[src/rtl/id_ex_pipe.sv]
// ID/EX pipeline register built as a two-entry skid buffer: a main entry
// drives the EX outputs, and a skid entry absorbs one instruction while EX stalls.
module id_ex_pipe #(
  parameter int DATA_W = 32,
  parameter int REG_W  = 5,
  parameter int EX_W   = 5,
  parameter int MEM_W  = 2,
  parameter int WB_W   = 2,
  parameter int CNT_W  = 16
) (
  input  logic              clk,
  input  logic              rst,
  input  logic              flush,
  input  logic              in_valid,
  output logic              in_ready,
  input  logic [EX_W-1:0]   EX_D,
  input  logic [MEM_W-1:0]  MEM_D,
  input  logic [WB_W-1:0]   WB_D,
  input  logic [REG_W-1:0]  Rs_D,
  input  logic [REG_W-1:0]  Rt_D,
  input  logic [REG_W-1:0]  Rd_D,
  input  logic [DATA_W-1:0] RD1_D,
  input  logic [DATA_W-1:0] RD2_D,
  input  logic [DATA_W-1:0] SignImm_D,
  output logic              out_valid,
  input  logic              out_ready,
  output logic [EX_W-1:0]   EX_E,
  output logic [MEM_W-1:0]  MEM_E,
  output logic [WB_W-1:0]   WB_E,
  output logic [REG_W-1:0]  Rs_E,
  output logic [REG_W-1:0]  Rt_E,
  output logic [REG_W-1:0]  Rd_E,
  output logic [DATA_W-1:0] RD1_E,
  output logic [DATA_W-1:0] RD2_E,
  output logic [DATA_W-1:0] SignImm_E,
  output logic [CNT_W-1:0]  stall_cnt
);

  typedef struct packed {
    logic [EX_W-1:0]   ex;
    logic [MEM_W-1:0]  mem;
    logic [WB_W-1:0]   wb;
    logic [REG_W-1:0]  rs;
    logic [REG_W-1:0]  rt;
    logic [REG_W-1:0]  rd;
    logic [DATA_W-1:0] rd1;
    logic [DATA_W-1:0] rd2;
    logic [DATA_W-1:0] imm;
  } payload_t;

  localparam logic [CNT_W-1:0] CNT_MAX = '1;

  payload_t in_pl;
  payload_t main_pl;
  payload_t skid_pl;
  logic     main_valid;
  logic     skid_valid;
  logic     in_xfer;
  logic     main_free;

  // Handshake: a transfer happens on a rising edge where valid and ready are
  // both high. in_ready depends only on the skid register, so there is no
  // combinational path from out_ready or in_valid to in_ready.
  assign in_pl     = {EX_D, MEM_D, WB_D, Rs_D, Rt_D, Rd_D, RD1_D, RD2_D, SignImm_D};
  assign in_ready  = !skid_valid;
  assign in_xfer   = in_valid & in_ready;
  assign out_valid = main_valid;
  // Main entry can take new content when empty or being consumed this edge.
  assign main_free = !main_valid | out_ready;

  always_ff @(posedge clk or posedge rst) begin
    if (rst) begin
      main_valid <= 1'b0;
      skid_valid <= 1'b0;
      main_pl    <= '0;
      skid_pl    <= '0;
    end else if (flush) begin
      main_valid <= 1'b0;
      skid_valid <= 1'b0;
    end else if (main_free) begin
      if (skid_valid) begin
        // in_ready is low while skid is full, so no input arrives this edge.
        main_pl    <= skid_pl;
        main_valid <= 1'b1;
        skid_valid <= 1'b0;
      end else if (in_xfer) begin
        main_pl    <= in_pl;
        main_valid <= 1'b1;
      end else begin
        main_valid <= 1'b0;
      end
    end else if (in_xfer) begin
      skid_pl    <= in_pl;
      skid_valid <= 1'b1;
    end
  end

  // Counts edges where EX holds an instruction it does not consume.
  always_ff @(posedge clk or posedge rst) begin
    if (rst) begin
      stall_cnt <= '0;
    end else if (main_valid && !out_ready && (stall_cnt != CNT_MAX)) begin
      stall_cnt <= stall_cnt + 1'b1;
    end
  end

  // Control groups become a bubble when no instruction is held.
  assign EX_E      = main_valid ? main_pl.ex  : '0;
  assign MEM_E     = main_valid ? main_pl.mem : '0;
  assign WB_E      = main_valid ? main_pl.wb  : '0;
  assign Rs_E      = main_pl.rs;
  assign Rt_E      = main_pl.rt;
  assign Rd_E      = main_pl.rd;
  assign RD1_E     = main_pl.rd1;
  assign RD2_E     = main_pl.rd2;
  assign SignImm_E = main_pl.imm;

endmodule

[config.mk]
export PLATFORM = sky130hd
export DESIGN_NAME = id_ex_pipe
export DESIGN_NICKNAME = d
export VERILOG_FILES = /design/src/rtl/id_ex_pipe.sv
export SDC_FILE = /design/constraint.sdc
export NUM_CORES = 1
export LEC_CHECK = 0
export BUFFER_PORTS_ARGS = -buffer_cell sky130_fd_sc_hd__buf_2
export CORE_MARGIN = 3
export CORE_UTILIZATION = 23
export DETAILED_ROUTE_END_ITERATION = 7
export HOLD_SLACK_MARGIN = 0.15
export PLACE_DENSITY = 0.51
export SYNTH_ARGS = -nofsm -noshare
export SYNTH_HDL_FRONTEND = slang
export SYNTH_SLANG_ARGS = --single-unit
[constraint.sdc]
create_clock -name clk -period 9.66 [get_ports clk]
set_clock_uncertainty 0.15 [all_clocks]
set_input_delay 1.932 -clock clk [delete_from_list [all_inputs] [get_ports clk]]
set_output_delay 1.932 -clock clk [all_outputs]
set_load 0.005 [all_outputs]
## After elaboration in Yosys (flattened, before gate mapping)

Index checks and enable logic that the tools add are counted.

- Input bits: 125
- Logic and storage cells: 49
- Bits in registers: 258
- Output and inout bits: 138

- Bitwise operators: 4
- Multiplexer cells: 12
- Reductions and logical operators: 10
- Add/sub/neg operators: 1
- Eq/ne operators: 1

Operators by type and width:

| operator | count |
|---|---|
| $mux 120 | 2 |
| $add 16x1->16 const B | 1 |
| $ne 16x16->1 const B | 1 |
| $mux 1 | 7 |
| $reduce_and 3->1 | 2 |
| $mux 5 | 1 |
| $mux 2 | 2 |
| $reduce_bool 2->1 | 2 |
| $logic_not 1->1 | 3 |
| $reduce_bool 3->1 | 1 |
| $logic_and 1x1->1 | 2 |
| $not 1->1 | 2 |
| $and 1x1->1 | 1 |
| $or 1x1->1 | 1 |

## Longest topological paths before layout

- Depth after elaboration: 6
- Depth in mapped cells: 7
- Mapped depth without buffers: 5

## Worst setup path after synthesis

Ideal clock, no wire load.

- Kind: input to register
- From: input out_ready
- To: register skid_pl[0] (netlist bit)
- Cell stages on the path: 6
- Library setup time: 125 ps
- Buffers on the path: 2
- Slack: 6364 ps
- Data required time: 9385 ps
- Arrival time: 3021 ps
- Cells stage by stage: nand2b_1 nor2_1 nand3_1 clkbuf_1 buf_2 mux2_2

- Cells in the longest elaborated chain, start to end: 3

RTL lines:

| item | RTL line | RTL |
|---|---|---|
| start: declaration | 26 | `input logic out_ready,` |
| $or 1x1->1 | 69 | `assign main_free = !main_valid \| out_ready;` |
| $not 1->1 (no source line) | n/a |  |
| $reduce_and 3->1 (no source line) | n/a |  |
| end signal: assignment | 93 | `skid_pl <= in_pl;` |
| end: declaration | 55 | `payload_t skid_pl;` |

No other way between the ends.
A chain may end at the register's enable or synchronous reset.

## Worst setup path in the final report

- From: input out_ready
- To: register skid_pl[85] (netlist bit)

Same word-level chain as after synthesis.

==> metrics.cfg <==
[outcome]
outcome = finished, final reports clean

[floorplanning]
die_area_um2 = 53300
start_util = 0.235
die_h_um = 231
core_um2 = 49500
die_x_um = 231
ioPinCount = 263
rows = 81

[logic_synthesis]
yosysSeqAreaShare = 0.556
ys_top_cells_by_area = dfrtp_1 (56%), mux2_2 (12%), mux2i_1 (10%)
postSynthCellCount = 977
yosys_warnings = 0
synth_nets = 1103
ys_types = 32
synth.avg_cell_area_um2 = 11.9
ys_ff_latch = 258
yosysTopAreaCell = dfrtp_1
synth.cell_area_um2 = 11600
synth_top_area_frac = 0.556

[job]
maxCapViolCount = 0

[cells_and_area]
final_common_cell = buf_2
fin_nets = 1238
fin_cells = 1799
mostFrequentLayoutCells = buf_2 (262), dfrtp_1 (257), nor2_1 (129)
area_growth_pct = 19.1
drive_gt1_frac = 0.399

[placed_design]
port_buffers = 262
placed_cells = 1743
dp_hpwl_um = 17200
gp_congestion = 0.724

[clock_network]
clockBufferDepth = 3
clk_latency_ns = 0.55
hold_buffers = 0
clk_pin_slew_ns = 0.06
cts.sinks = 258
htreeDepth = 1
post_cts_buffers = 0
root_buffer = clkbuf_16
cts_tree = yes
ctsResizeCount = 0
cts-buffers-inserted = 31

[setup_path]
setup.worst_path.end_class = flop
worstRegToRegCells = 5
crit_fanout = 63
critPathLaunchType = primary input
reg2reg_from = skid_valid
worstPathArrival_ns = 4.43
crit_type = in2reg
reg2reg_to = skid_pl[85]
rrSetupSlack_ns = 6.34
required_ns = 9.95

[drt]
routed-via-count = 7385
firstDrtPassIters = 5
ant_nets = 0
post_drt_wl_per_cell_um = 15.0
vias_per_cell = 4.11
wirelength_um = 27000
drt_iter0_markers = 281
drcViolationCount = 0

[min_path]
holdPathStages = 1
hp-start = skid_pl[55]
hold_path.class = reg2reg
min_to = skid_pl[55]

[sta]
max_freq_ghz = 0.241
tightest_slew_ns = 1.08
layout_min_cycle_time_ns = 4.14
finalSetupViolCount = 0
hold_viol_final = 0
slew_violations = 0
fin_setup_tns_ns = 0
holdWs_ns = 0.354
rsz0062_at_grt = no
slew_headroom = 0.280
period_share = 0.429

[global_route]
grt_start_max_net_pins = 241
grt_antenna_before_repair = 5
grt_pass1_wl_um = 42600
grt_pass1_vias = 7511
grt_overflow_total = 0
grt_usage = 0.0987

[power_and_ir_drop]
powerDensity_nw_per_um2 = 222
ir_worst_vdd_uv = 121
leakage_nw = 5.95

[sequential cells by signal, summed over array words and instances (netlist names)]
| name | count |
|---|---|
| skid_valid | 1 |
| Rt_E | 5 |
| RD2_E | 32 |
| skid_pl | 120 |
| stall_cnt | 16 |
| SignImm_E | 32 |
| Rd_E | 5 |
| out_valid | 1 |
| main_pl | 9 |
| Rs_E | 5 |
| RD1_E | 32 |
[where the power goes]
| part | internal, mW | switching [mW] | leakage (nW) |
|---|---|---|---|
| Clock | 0.732 | 0.457 | 0.526 |
| Combinational | 0.248 | 0.202 | 2.40 |
| Sequential | 1.30 | 0.125 | 3.03 |
| Total | 2.28 | 0.783 | 5.95 |
[per-stage QoR]
stage	util	instance area (µm²)	power, mW	setup WS (ns)
floorplan	-	11600	1.80	0.480
global placement	0.259	12800	1.89	4.90
detailed placement	0.259	12800	1.91	4.88
CTS	0.280	13800	3.14	5.49
global route	0.280	13800	3.25	5.36
finish	0.280	13800	3.07	5.52
[critical path, cell delays in order]
cell      delay, ns
buf_2          0.09
nand2b_1       0.18
nor2_1         0.09
nand3_4        0.08
buf_4          0.63
buf_4          0.82
mux2_2         0.42
[synth_stat cells]
library cell	number
dfrtp_1	258
nor2_1	129
a21oi_1	125
mux2_2	122
mux2i_1	120
buf_4	111
clkbuf_1	31
buf_2	20
and2_1	10
xnor2_1	9
nand4_1	5
a31oi_1	4
nand2_1	4
buf_1	3
inv_1	3
nand3_1	3
and3_1	2
nand2b_1	2
nand4_2	2
o2111ai_1	2
and3_2	1
buf_6	1
ha_1	1
mux2_4	1
nand2_4	1
nand4b_1	1
nor2b_1	1
nor3_1	1
nor3_2	1
or2_2	1
or3_1	1
or4_4	1
[cell type report]
type	instances	area [µm²]
multi-input cells	550	4100
inverters	3	18.8
well taps	664	831
repair buffers	268	1380
clock buffers	44	915
flip-flops and latches	258	6460
fillers	5240	35600
clock inverters	11	138
diodes	1	2.50
[cell families (layout without fill, tap and decap cells)]
family	Yosys count	after routing	synth area share
flops	258	258	0.556
mux	243	243	0.223
buf+inv	169	326	0.0932
simple gates	166	166	0.0629
compound gates	131	131	0.0575
xor+xnor	9	9	0.00678
fa+ha+maj	1	1	0.00108
other cells	0	1	0
[worst max-delay path by stage]
| stage | end | cells after the start | startpoint |
|---|---|---|---|
| final | skid_pl[85] | 7 | out_ready |
| after global routing | skid_pl[85] | 7 | out_ready |
| after CTS | skid_pl[85] | 7 | out_ready |
| after detailed placement | skid_pl[85] | 7 | out_ready |
| after global placement | skid_pl[54] | 7 | out_ready |
| after floorplan | RD1_E[0] | 1 | rst |
[layer usage]
| layer | track usage | vias to the layer above | part of all wire | wire [µm] |
|---|---|---|---|---|
| met5 | 0 | - | 0.0020 | 53 |
| met4 | 0.0252 | 8 | 0.019 | 527 |
| met3 | 0.0343 | 48 | 0.080 | 2150 |
| met2 | 0.158 | 189 | 0.45 | 12200 |
| met1 | 0.128 | 3622 | 0.45 | 12100 |
| li1 | - | 3518 | - | - |
No activity file was read; power rests on OpenSTA's default activity.
